==> src/rtl/huitailang_move_ctrl.sv <==
// Sprite movement controller: four-state FSM (IDLE/STAND/FALL/DEAD) that moves the
// sprite horizontally by key and vertically by floor contact, once per video frame.
module huitailang_move_ctrl #(
  parameter int X_STEP    = 2,
  parameter int FALL_STEP = 4,
  parameter int RISE_STEP = 1,
  parameter int RX_LIM    = 370,
  parameter int Y_TOP     = 0,
  parameter int Y_BOTTOM  = 550,
  parameter int Y_START   = 100
) (
  input  logic               clk_50m,
  input  logic               rst,
  input  logic               frame_tick,
  input  logic               game_start,
  input  logic               key_left,
  input  logic               key_right,
  input  logic               on_floor,
  output logic signed [11:0] rel_xx,
  output logic        [9:0]  cnt_life,
  output logic               face_RL,
  output logic               up_flg,
  output logic               dead,
  output logic        [1:0]  state
);

  localparam int unsigned RX_W  = 12;
  localparam int unsigned RXE_W = 13;
  localparam int unsigned CNT_W = 10;
  localparam int unsigned VE_W  = 12;

  localparam logic [1:0] S_IDLE  = 2'd0;
  localparam logic [1:0] S_STAND = 2'd1;
  localparam logic [1:0] S_FALL  = 2'd2;
  localparam logic [1:0] S_DEAD  = 2'd3;

  localparam logic signed [RXE_W-1:0] C_X_STEP = RXE_W'(X_STEP);
  localparam logic signed [RXE_W-1:0] C_RX_POS = RXE_W'(RX_LIM);
  localparam logic signed [RXE_W-1:0] C_RX_NEG = RXE_W'(-RX_LIM);
  localparam logic signed [VE_W-1:0]  C_FALL   = VE_W'(FALL_STEP);
  localparam logic signed [VE_W-1:0]  C_RISE   = VE_W'(RISE_STEP);
  localparam logic signed [VE_W-1:0]  C_Y_TOP  = VE_W'(Y_TOP);
  localparam logic signed [VE_W-1:0]  C_Y_BOT  = VE_W'(Y_BOTTOM);
  localparam logic [CNT_W-1:0]        C_Y_START = CNT_W'(Y_START);

  logic [1:0]              r_state;
  logic signed [RX_W-1:0]  r_rel_xx;
  logic [CNT_W-1:0]        r_cnt_life;
  logic                    r_face_rl;
  logic                    r_up_flg;
  logic                    r_dead;

  logic [1:0]              w_state_nxt;
  logic signed [RX_W-1:0]  w_rel_nxt;
  logic [CNT_W-1:0]        w_cnt_nxt;
  logic                    w_face_nxt;

  logic signed [VE_W-1:0]  w_v_up;
  logic signed [VE_W-1:0]  w_v_dn;
  logic signed [RXE_W-1:0] w_rx_inc;
  logic signed [RXE_W-1:0] w_rx_dec;
  logic                    w_left_only;
  logic                    w_right_only;
  logic                    w_active_tick;
  logic                    w_hit_top;
  logic                    w_hit_bot;

  // Widened arithmetic so neither axis can wrap before saturation is applied.
  assign w_v_up        = $signed({2'b00, r_cnt_life}) - C_RISE;
  assign w_v_dn        = $signed({2'b00, r_cnt_life}) + C_FALL;
  assign w_rx_inc      = $signed({r_rel_xx[RX_W-1], r_rel_xx}) + C_X_STEP;
  assign w_rx_dec      = $signed({r_rel_xx[RX_W-1], r_rel_xx}) - C_X_STEP;
  assign w_left_only   = key_left & ~key_right;
  assign w_right_only  = key_right & ~key_left;
  assign w_active_tick = frame_tick & ((r_state == S_STAND) | (r_state == S_FALL));
  assign w_hit_top     = (w_v_up <= C_Y_TOP);
  assign w_hit_bot     = (w_v_dn >= C_Y_BOT);

  // State and output registers.
  always_ff @(posedge clk_50m or posedge rst) begin
    if (rst) begin
      r_state    <= S_IDLE;
      r_rel_xx   <= '0;
      r_cnt_life <= C_Y_START;
      r_face_rl  <= 1'b0;
      r_up_flg   <= 1'b0;
      r_dead     <= 1'b0;
    end else begin
      r_state    <= w_state_nxt;
      r_rel_xx   <= w_rel_nxt;
      r_cnt_life <= w_cnt_nxt;
      r_face_rl  <= w_face_nxt;
      r_up_flg   <= (w_state_nxt == S_FALL);
      r_dead     <= (w_state_nxt == S_DEAD);
    end
  end

  // Next-state logic.
  always_comb begin
    w_state_nxt = r_state;
    case (r_state)
      S_IDLE, S_DEAD: begin
        if (game_start) w_state_nxt = S_FALL;
      end
      S_STAND: begin
        if (frame_tick) begin
          if (!on_floor)      w_state_nxt = S_FALL;
          else if (w_hit_top) w_state_nxt = S_DEAD;
        end
      end
      S_FALL: begin
        if (frame_tick) begin
          if (on_floor)       w_state_nxt = S_STAND;
          else if (w_hit_bot) w_state_nxt = S_DEAD;
        end
      end
      default: w_state_nxt = S_IDLE;
    endcase
  end

  // Datapath next values: start load, per-frame horizontal and vertical moves.
  always_comb begin
    w_rel_nxt  = r_rel_xx;
    w_cnt_nxt  = r_cnt_life;
    w_face_nxt = r_face_rl;
    if (((r_state == S_IDLE) || (r_state == S_DEAD)) && game_start) begin
      w_rel_nxt  = '0;
      w_cnt_nxt  = C_Y_START;
      w_face_nxt = 1'b0;
    end else if (w_active_tick) begin
      if (w_left_only) begin
        w_rel_nxt  = (w_rx_inc > C_RX_POS) ? RX_W'(C_RX_POS) : RX_W'(w_rx_inc);
        w_face_nxt = 1'b0;
      end else if (w_right_only) begin
        w_rel_nxt  = (w_rx_dec < C_RX_NEG) ? RX_W'(C_RX_NEG) : RX_W'(w_rx_dec);
        w_face_nxt = 1'b1;
      end
      if ((r_state == S_STAND) && on_floor) begin
        w_cnt_nxt = w_hit_top ? CNT_W'(C_Y_TOP) : CNT_W'(w_v_up);
      end else if ((r_state == S_FALL) && !on_floor) begin
        w_cnt_nxt = w_hit_bot ? CNT_W'(C_Y_BOT) : CNT_W'(w_v_dn);
      end
    end
  end

  assign state    = r_state;
  assign rel_xx   = r_rel_xx;
  assign cnt_life = r_cnt_life;
  assign face_RL  = r_face_rl;
  assign up_flg   = r_up_flg;
  assign dead     = r_dead;

endmodule
==> config.mk <==
export PLATFORM = sky130hd
export DESIGN_NAME = huitailang_move_ctrl
export DESIGN_NICKNAME = d
export VERILOG_FILES = /design/src/rtl/huitailang_move_ctrl.sv
export SDC_FILE = /design/constraint.sdc
export NUM_CORES = 1
export LEC_CHECK = 0
export ABC_AREA = 1
export CAP_MARGIN = 0
export CORE_MARGIN = 4
export CORE_UTILIZATION = 40
export DETAILED_ROUTE_END_ITERATION = 8
export PLACE_DENSITY = 0.58
export SKIP_LAST_GASP = 1
export SLEW_MARGIN = 40
export SYNTH_ARGS = -nofsm -noshare
export SYNTH_HDL_FRONTEND = slang
export SYNTH_SLANG_ARGS = --single-unit
==> constraint.sdc <==
create_clock -name clk_50m -period 4.5 [get_ports clk_50m]
set_input_delay 0.9 -clock clk_50m [delete_from_list [all_inputs] [get_ports clk_50m]]
set_output_delay 0.9 -clock clk_50m [all_outputs]
set_load 0.1 [all_outputs]
# Word level (Yosys, flattened, before mapping)

Index checks and enable logic that the tools add are counted.

Mux-type cells: 24
$add $sub $neg: 4
$lt $le $gt $ge: 4
Equality and inequality tests: 5
Reductions and logical operators: 12
Bitwise gates (word level): 6

Operators by type and width:

| operator              | number |
|---|---|
| $mux 12               | 6 |
| $mux 10               | 6 |
| $mux 2                | 7 |
| $add 12x3->13 const B | 1 |
| $gt 13x10->1 const B  | 1 |
| $lt 13x10->1 const B  | 1 |
| $sub 12x3->13 const B | 1 |
| $add 10x3->11 const B | 1 |
| $ge 11x10->1 const B  | 1 |
| $le 11x1->1 const B   | 1 |
| $sub 10x1->11 const B | 1 |
| $eq 2x2->1 const B    | 4 |
| $pmux 2 s3            | 1 |
| $reduce_bool 3->1     | 2 |
| $mux 1                | 4 |
| $reduce_and 2->1      | 2 |
| $and 1x1->1           | 3 |
| $logic_and 1x1->1     | 3 |
| $eq 2x1->1 const B    | 1 |
| $logic_not 2->1       | 1 |
| $not 1->1             | 2 |
| $reduce_bool 2->1     | 1 |
| $reduce_or 2->1       | 1 |
| $logic_not 1->1       | 1 |
| 2 further kinds       | 2 |

Input port bits: 7
Output and inout bits: 27
Bits in registers: 27

# Depth between registers and ports, before layout

Gate-level depths: netlist of the first run.

Depth in word-level cells: 7
Gate-level depth with buffers: 17

# Least setup slack after synthesis of the first run

No wires, ideal clock.

Path type: register to register
From: reg r_state[0], in the netlist state[0]
To: reg r_cnt_life[5], in the netlist cnt_life[5]
Period minus slack after synthesis: 2.667 ns
Path buffers: 0
Arrival time: 2.585 ns
Stages on the path, launching flop included: 10
Path slack: 1.833 ns
Path through: dfrtp_1 > inv_1 > ha_1 > nand2_1 > nand2_1 > o21ai_0 > inv_1 > nand2_2 > nor2_1 > a22oi_1

Cells in the longest elaborated chain, start to end: 5
Elaborated cells on any way between the ends: 16

RTL lines:

| item                                                      | RTL line | RTL |
|---|---|---|
| from (decl)                                               | 46       | `logic [1:0] r_state;` |
| from (signal assigned)                                    | 89       | `r_state <= w_state_nxt;` |
| $eq 2x1->1, or another cell as far along                  | 75, 138  |  |
| $or 1x1->1, or another cell as far along                  | 75       | `assign w_active_tick = frame_tick & ((r_state == S_STAND) \| (r_state == S_FALL));` |
| $and 1x1->1, or another cell as far along                 | 75       |  |
| $reduce_bool 2->1 (no line), or another cell as far along | n/a      |  |
| $reduce_and 2->1 (no line) or $mux 10 (tied branches)     | n/a      |  |
| to (signal assigned)                                      | 91       | `r_cnt_life <= w_cnt_nxt;` |
| to (decl)                                                 | 48       | `logic [CNT_W-1:0] r_cnt_life;` |

Several ways; a longest one is shown, not always the timed one. The select of a mux whose other input is x is not followed.
A chain may end at the register's enable or synchronous reset.

# Worst setup path after layout of the first run

From: in on_floor
To: reg r_cnt_life[0], in the netlist cnt_life[0]

Cells in the longest elaborated chain, start to end: 4
Elaborated cells on any way between the ends: 8

RTL lines:

| item                                                 | RTL line | RTL |
|---|---|---|
| from (decl)                                          | 18       | `input logic on_floor,` |
| $logic_and 1x1->1 or $logic_not 1->1 (tied branches) | 138, 140 |  |
| $mux 10 or $logic_and 1x1->1 (tied branches)         | 138, 140 |  |
| $mux 10 or $reduce_bool 3->1 (tied branches)         | n/a      |  |
| $mux 10 or $reduce_and 2->1 (tied branches)          | n/a      |  |

Several ways; a longest one is shown, not always the timed one. The select of a mux whose other input is x is not followed.

==> results of run 1 <==
==> cells in the mapped netlist, drive strengths merged <==
| cell type | number |
|---|---|
| nor2 | 50 |
| o21a | 1 |
| xor2 | 10 |
| nor3 | 7 |
| a21boi | 1 |
| a21oi | 10 |
| clkinv | 2 |
| or2 | 2 |
| o22ai | 1 |
| a22oi | 1 |
| xnor2 | 2 |
| nand3 | 43 |
| conb | 1 |
| o21ai | 34 |
| o21bai | 2 |
| dfrtp | 23 |
| inv | 53 |
| ha | 11 |
| nand2 | 133 |
| buf | 6 |
| dfstp | 3 |
| nand4 | 4 |
| nand3b | 2 |
==> final cells by class <==
type                            instances  area [um^2]  share of cell area (%)
Clock buffer                            3         41.3                    1.46
Clock inverter                          1         30.0                    1.06
Inverter                               55          206                    7.30
Multi-Input combinational cell        315         1610                    57.0
Sequential cell                        26          654                    23.1
Tap cell                               75         93.8                    3.32
Timing Repair Buffer                   32          190                    6.73
==> layer usage <==
metal  vias up  wire length, um  GRT usage, %
met5         -                0             0
li1       1330                -             -
met1      1198             3710          31.4
met4         0               29          3.07
met3         2              312          1.69
met2        60             2630          24.7
==> flip-flops by register name (all words and copies together) (netlist names) <==
name,flops
rel_xx,11
cnt_life,10
state,2
dead,1
face_RL,1
up_flg,1
==> per-stage QoR <==
stage | hold WS, ns | setup WS [ns] | cell area (um^2) | util, %
after floorplan | 0.765 | 1.83 | 2530 | -
after global placement | 0.483 | 1.63 | 2890 | 47.9
after detailed placement | 0.470 | 1.55 | 2760 | 45.7
after CTS | 0.495 | 1.84 | 2830 | 46.9
after global routing | 0.511 | 1.66 | 2830 | 46.9
final | 0.481 | 1.78 | 2830 | 46.9
==> cell families (layout without fill, tap and decap cells) <==
| kind of cell | count (synthesis) | in the layout | share of synthesized area, % |
|---|---|---|---|
| flip-flops | 26 | 26 | 25.8 |
| buffers and inverters | 61 | 91 | 10.5 |
| AND/OR/NAND/NOR | 241 | 241 | 42.7 |
| adder cells (fa/ha/maj) | 11 | 11 | 5.43 |
| XOR/XNOR | 12 | 12 | 4.15 |
| other | 1 | 1 | 0.148 |
| AO/OA/AOI/OAI | 50 | 50 | 11.2 |
==> worst register-to-register path, stage by stage (launching register included) <==
cell,delay (ns)
dfrtp_1,0.41
inv_1,0.10
ha_1,0.35
nand2_1,0.23
nand2_1,0.12
o21ai_0,0.54
inv_1,0.32
o21ai_2,0.18
o21ai_0,0.12
==> worst max path at each step <==
| stage | start | end | slack, ns | depth (start not counted) |
|---|---|---|---|---|
| 6_report | on_floor | cnt_life[0] | 1.78 | 7 |
| 5_1_grt | on_floor | cnt_life[0] | 1.66 | 7 |
| 4_1_cts | on_floor | cnt_life[0] | 1.84 | 7 |
| 3_5_place_dp | on_floor | cnt_life[0] | 1.55 | 7 |
| 3_3_place_gp | on_floor | cnt_life[0] | 1.63 | 7 |
| 2_1_floorplan | state[0] | cnt_life[5] | 1.83 | 9 |
==> results.md, run 1 <==
- Status: finished clean
- Worst-margin pin slew: 0.714 ns
- Starting Density: 42.0%
- DR iter-0 viols: 174
- Die height: 87.6 um
- IO buf count: 32
- DR vias/cell: 5.11
- Clock Skews: 0.00354 ns
- Crit path max-delay family: compound AO/OA/AOI/OAI gates
- # IOs: 34
- MaxCap Viol Count: 0
- Hold/Removal Path Class: reg -> reg
- # setup viols final: 0
- Die W: 87.6 um
- Reg2reg path depth: 8
- CP peak stage delay: 0.54 ns
- Cts repair resizes: 0
- Placed cells: 503
- Clock latency on the worst-skew pair: 0.28 ns
- Non-filler cells, final: 507
- Hold Startpoint: face_RL
- Setup TNS Final: 0 ns
- Synth area leader: dfrtp_1
- Syn avg cell area: 6.30 um^2
- Fill count: 647
- H-Tree Depth: 1
- Total track usage: 18.4%
- Max Root-Sink Buffers: 2
- Fin nets: 451
- Crit path DAT: 2.88 ns
- Gr ovfl total: 0
- Wire per inst: 13.2 um
- Vias in the first global route: 2309
- Final GP Congestion: 0.900
- Fin. max-slew vios: 0
- #FFs+latches synth: 26
- FMAX: 368 MHz
- Netlist cell types: 35
- Commonest non-fill, non-tap cells in the layout: nand2_1 (120), inv_1 (47), nor2_1 (41), nand3_1 (40), buf_2 (26)
- Most common cell after layout, fill and taps aside: nand2_1
- Cells after Synth: 402
- R2R setup slack: 2.01 ns
- Hold_buf cts: 0
- TritonCTS Buffers: 3
- DRT antenna net count: 0
- Capturing point of the worst reg2reg path: cnt_life[0]
- Root buffer cell: clkbuf_8
- Crit. End Element: flop
- Setup Crit Path Kind: in -> reg
- Minimum clock period: 2.72 ns
- Global-route wire length before repair: 11500 um
- Final wirelength: 6680 um
- Sequential area share after synthesis: 25.8%
- R2r startpoint: state[0]
- CP Launch Type: input port
- Yosys top cell area share: 22.7%
- Cell mode on critical path: o21ai_0
- Synthesized area: 2530 um^2
- Total number of vias: 2590
- FP Rows: 28
- HPWL Detailed: 5250 um
- Post-CTS Setup Bufs: 0
- Worst-path cell chain: clkdlybuf4s50_1 > nand2_2 > nand2_1 > o21ai_0 > inv_1 > o21ai_2 > o21ai_0
- Largest net degree at the start of global routing: 27
- Crit-path max FO: 10
- Area delta synth->final: 11.7%
- TritonCTS clock tree: done
- Worst path buffer plus inverter count: 2
- Core region area: 6030 um^2
- Synth top area cells: dfrtp_1 (23%), nand2_1 (18%), nand3_1 (7.9%)
- ANT cells: 0
- Worst Hold End: face_RL
- # DRC: 0
- Final period utilization: 60.5%
- Critical Path RT: 4.66 ns
- Die Area: 7670 um^2
- Min-Delay Path Depth: 2
- Worst relative slew slack: 52.2%
- Unrepaired setup endpoints after global routing: no
- Share of post-route cells with drive strength above 1: 16.7%
- Initial antenna violation count: 0
- Drt pass-1 iters: 4
- Fin. Hold Viols: 0
- Max stage delay cell, worst path: o21ai_0
- Clk pin slew, worst setup/hold paths: 0.10 ns
- Num Clock Sinks: 26
- Syn. warnings: 0
- Synthesized Nets: 420
Power of run 1 is not shown: default switching activity piles up to over one toggle a cycle in this logic, so the estimate is an artifact.
==> run 2, diff against run 1 <==
PLACE_DENSITY = 0.61   (was 0.58)
clock period = 2.4 ns   (was 4.5 ns; I/O delays follow)
==> run 2 against run 1 <==
Net effect:
- first-iteration DRC count increased by 16%
- via count increased by 1.5%
- count of clock-buffer cells in the layout increased by 1
- worst hold slack improved by 0.030 ns
- wire length increased by 0.61%
- critical path depth increased by 5
- global-route usage increased by 0.44 points
- non-clock buffer count increased by 11
- cell area increased by 4.6%
- register-to-register slack got worse by 1.8 ns
==> results.md, run 2 (synthesis results as in run 1) <==
- Area delta synth->final: 16.8%
- Most common cell after layout, fill and taps aside: nand2_1
- CP peak stage delay: 0.60 ns (+0.06 ns)
- Global-route wire length before repair: 11600 um (+1.3%)
- # DRC: 0 (unchanged)
- Fin worst setup slack: 0.203 ns (-1.58 ns)
- Initial antenna violation count: 0 (unchanged)
- Post-layout util: 49.1% (+2.2 points)
- Final period utilization: 91.5%
- # setup viols final: 0 (unchanged)
- DRT antenna net count: 0 (unchanged)
- Clk pin slew, worst setup/hold paths: 0.10 ns (about the same)
- Clock Skews: 0.0101 ns (+0.00653 ns)
- Met2 usage: 27.1% (+2.4 points)
- Max Root-Sink Buffers: 2 (unchanged)
- # IOs: 34 (unchanged)
- Pre-CTS setup slack: 0.112 ns (-1.44 ns)
- Die W: 87.6 um (unchanged)
- Cts repair resizes: 0 (unchanged)
- Root buffer cell: clkbuf_8
- R2r startpoint: cnt_life[2]
- ANT cells: 0 (unchanged)
- Worst path buffer plus inverter count: 1 (-1)
- Min-Delay Path Depth: 2 (unchanged)
- Unrepaired setup endpoints after global routing: no
- H-Tree Depth: 1 (unchanged)
- Core region area: 6030 um^2 (unchanged)
- Minimum clock period: 2.20 ns
- Crit-path max FO: 5 (-5)
- Final GP Congestion: 0.947 (+5.3%)
- Gr busiest metal: met1
- Share of post-route cells with drive strength above 1: 19.9% (+3.2 points)
- Area occupied by multi-input gates: 1610 um^2 (unchanged)
- DR vias/cell: 5.07 (-0.69%)
- Largest net degree at the start of global routing: 27 (unchanged)
- Fill count: 646 (-0.15%)
- Setup Crit Path Kind: reg -> reg
- Cell mode on critical path: nand2_2
- Die Area: 7670 um^2 (unchanged)
- Die height: 87.6 um (unchanged)
- Crit. End Element: flop
- FP Rows: 28 (unchanged)
- Met1 usage in global routing: 30.1% (-1.4 points)
- Sequential Area: 663 um^2 (+1.3%)
- MaxCap Viol Count: 0 (unchanged)
- Critical Path RT: 2.61 ns (-2.05 ns)
- TritonCTS clock tree: done
- Total number of vias: 2628 (+1.5%)
- M3 GR Usage: 1.79% (+0.094 points)
- FMAX: 455 MHz
- Fin. max-slew vios: 0 (unchanged)
- DR iter-0 viols: 202 (+16%)
- R2R setup slack: 0.20 ns (-1.81 ns)
- Hold/Removal Path Class: reg -> reg
- Fin nets: 462 (+2.4%)
- Capturing point of the worst reg2reg path: cnt_life[2]
- Total track usage: 18.9% (+0.44 points)
- Hold_buf cts: 0 (unchanged)
- Worst Hold End: face_RL
- Commonest non-fill, non-tap cells in the layout: nand2_1 (120), inv_1 (48), nor2_1 (41), nand3_1 (40), buf_4 (37)
- Setup TNS Final: 0 ns (unchanged)
- Hold Startpoint: face_RL
- Crit path DAT: 2.40 ns (-0.48 ns)
- Worst-path cell chain: inv_2 > ha_1 > a21oi_1 > nand3_1 > nand2_1 > nand2_1 > o21ai_2 > nand2_2 > nand2_2 > nand2_2 > nor3_1 > nor2_1
- TritonCTS Buffers: 3 (unchanged)
- Max reg flops: 11 (unchanged)
- HPWL Detailed: 5290 um (+0.92%)
- Reg2reg path depth: 12 (+4)
- Vias in the first global route: 2443 (+5.8%)
- Crit path max-delay family: simple AND/OR/NAND/NOR gates
- Final wirelength: 6720 um (+0.61%)
- Hold_ws: 0.511 ns (+0.0296 ns)
- Starting Density: 42.0% (unchanged)
- IO buf count: 32 (unchanged)
- Fin. Hold Viols: 0 (unchanged)
- Wire per inst: 13.0 um (-1.5%)
- Drt pass-1 iters: 4 (unchanged)
- Gr ovfl total: 0 (unchanged)
- Max stage delay cell, worst path: dfstp_2
- Num Clock Sinks: 26 (unchanged)
- CP Launch Type: flop
- Clock latency on the worst-skew pair: 0.28 ns (about the same)
- Status: finished clean
- Worst Setup SP: cnt_life[2]
- Post-CTS Setup Bufs: 0 (unchanged)
-- run 2: changes by cell type in the layout (fill, tap and decap cells not counted), sizes merged --
cell and change:
buf +11, bufinv -1, clkbuf +1
-- run 2: metrics by stage --
| stage | instances | area (um^2) |
|---|---|---|
| CTS | 518 | 2960 |
| global route | 518 | 2960 |
| finish | 518 | 2960 |
| floorplan | 402 | 2540 |
| detailed placement | 514 | 2910 |
| global placement | 514 | 2910 |
-- run 2: worst max path at each step --
stage	endpoint	slack, ns	depth (start not counted)
6_report	cnt_life[2]	0.20	12
5_1_grt	cnt_life[3]	0.02	12
4_1_cts	cnt_life[2]	0.23	12
3_5_place_dp	cnt_life[9]	0.11	8
3_3_place_gp	cnt_life[3]	0.16	8
2_1_floorplan	cnt_life[9]	0.02	12
-- run 2: area by class of cell --
class	instances	area share, %
multi-input combinational	315	54.5
sequential	26	22.4
inverter	55	6.98
clock buffer	4	1.52
timing repair buffer	43	11.4
tap	75	3.17
-- run 2: per-layer routing --
metal  up-vias  part of all wire [%]
li1       1352                     -
met1      1199                    54
met2        70                    40
met3         7                   4.8
met4         0                   1.3
met5         -                     0
-- run 2: worst reg2reg max path: cells and delay by family, from the launching register on --
kind / cells / cell delay [ns]
compound gates: 2 / 0.32
fa+ha+maj: 1 / 0.31
buf+inv: 1 / 0.09
flops: 1 / 0.60
simple gates: 8 / 0.82
Power of run 2 is left out for the same reason.
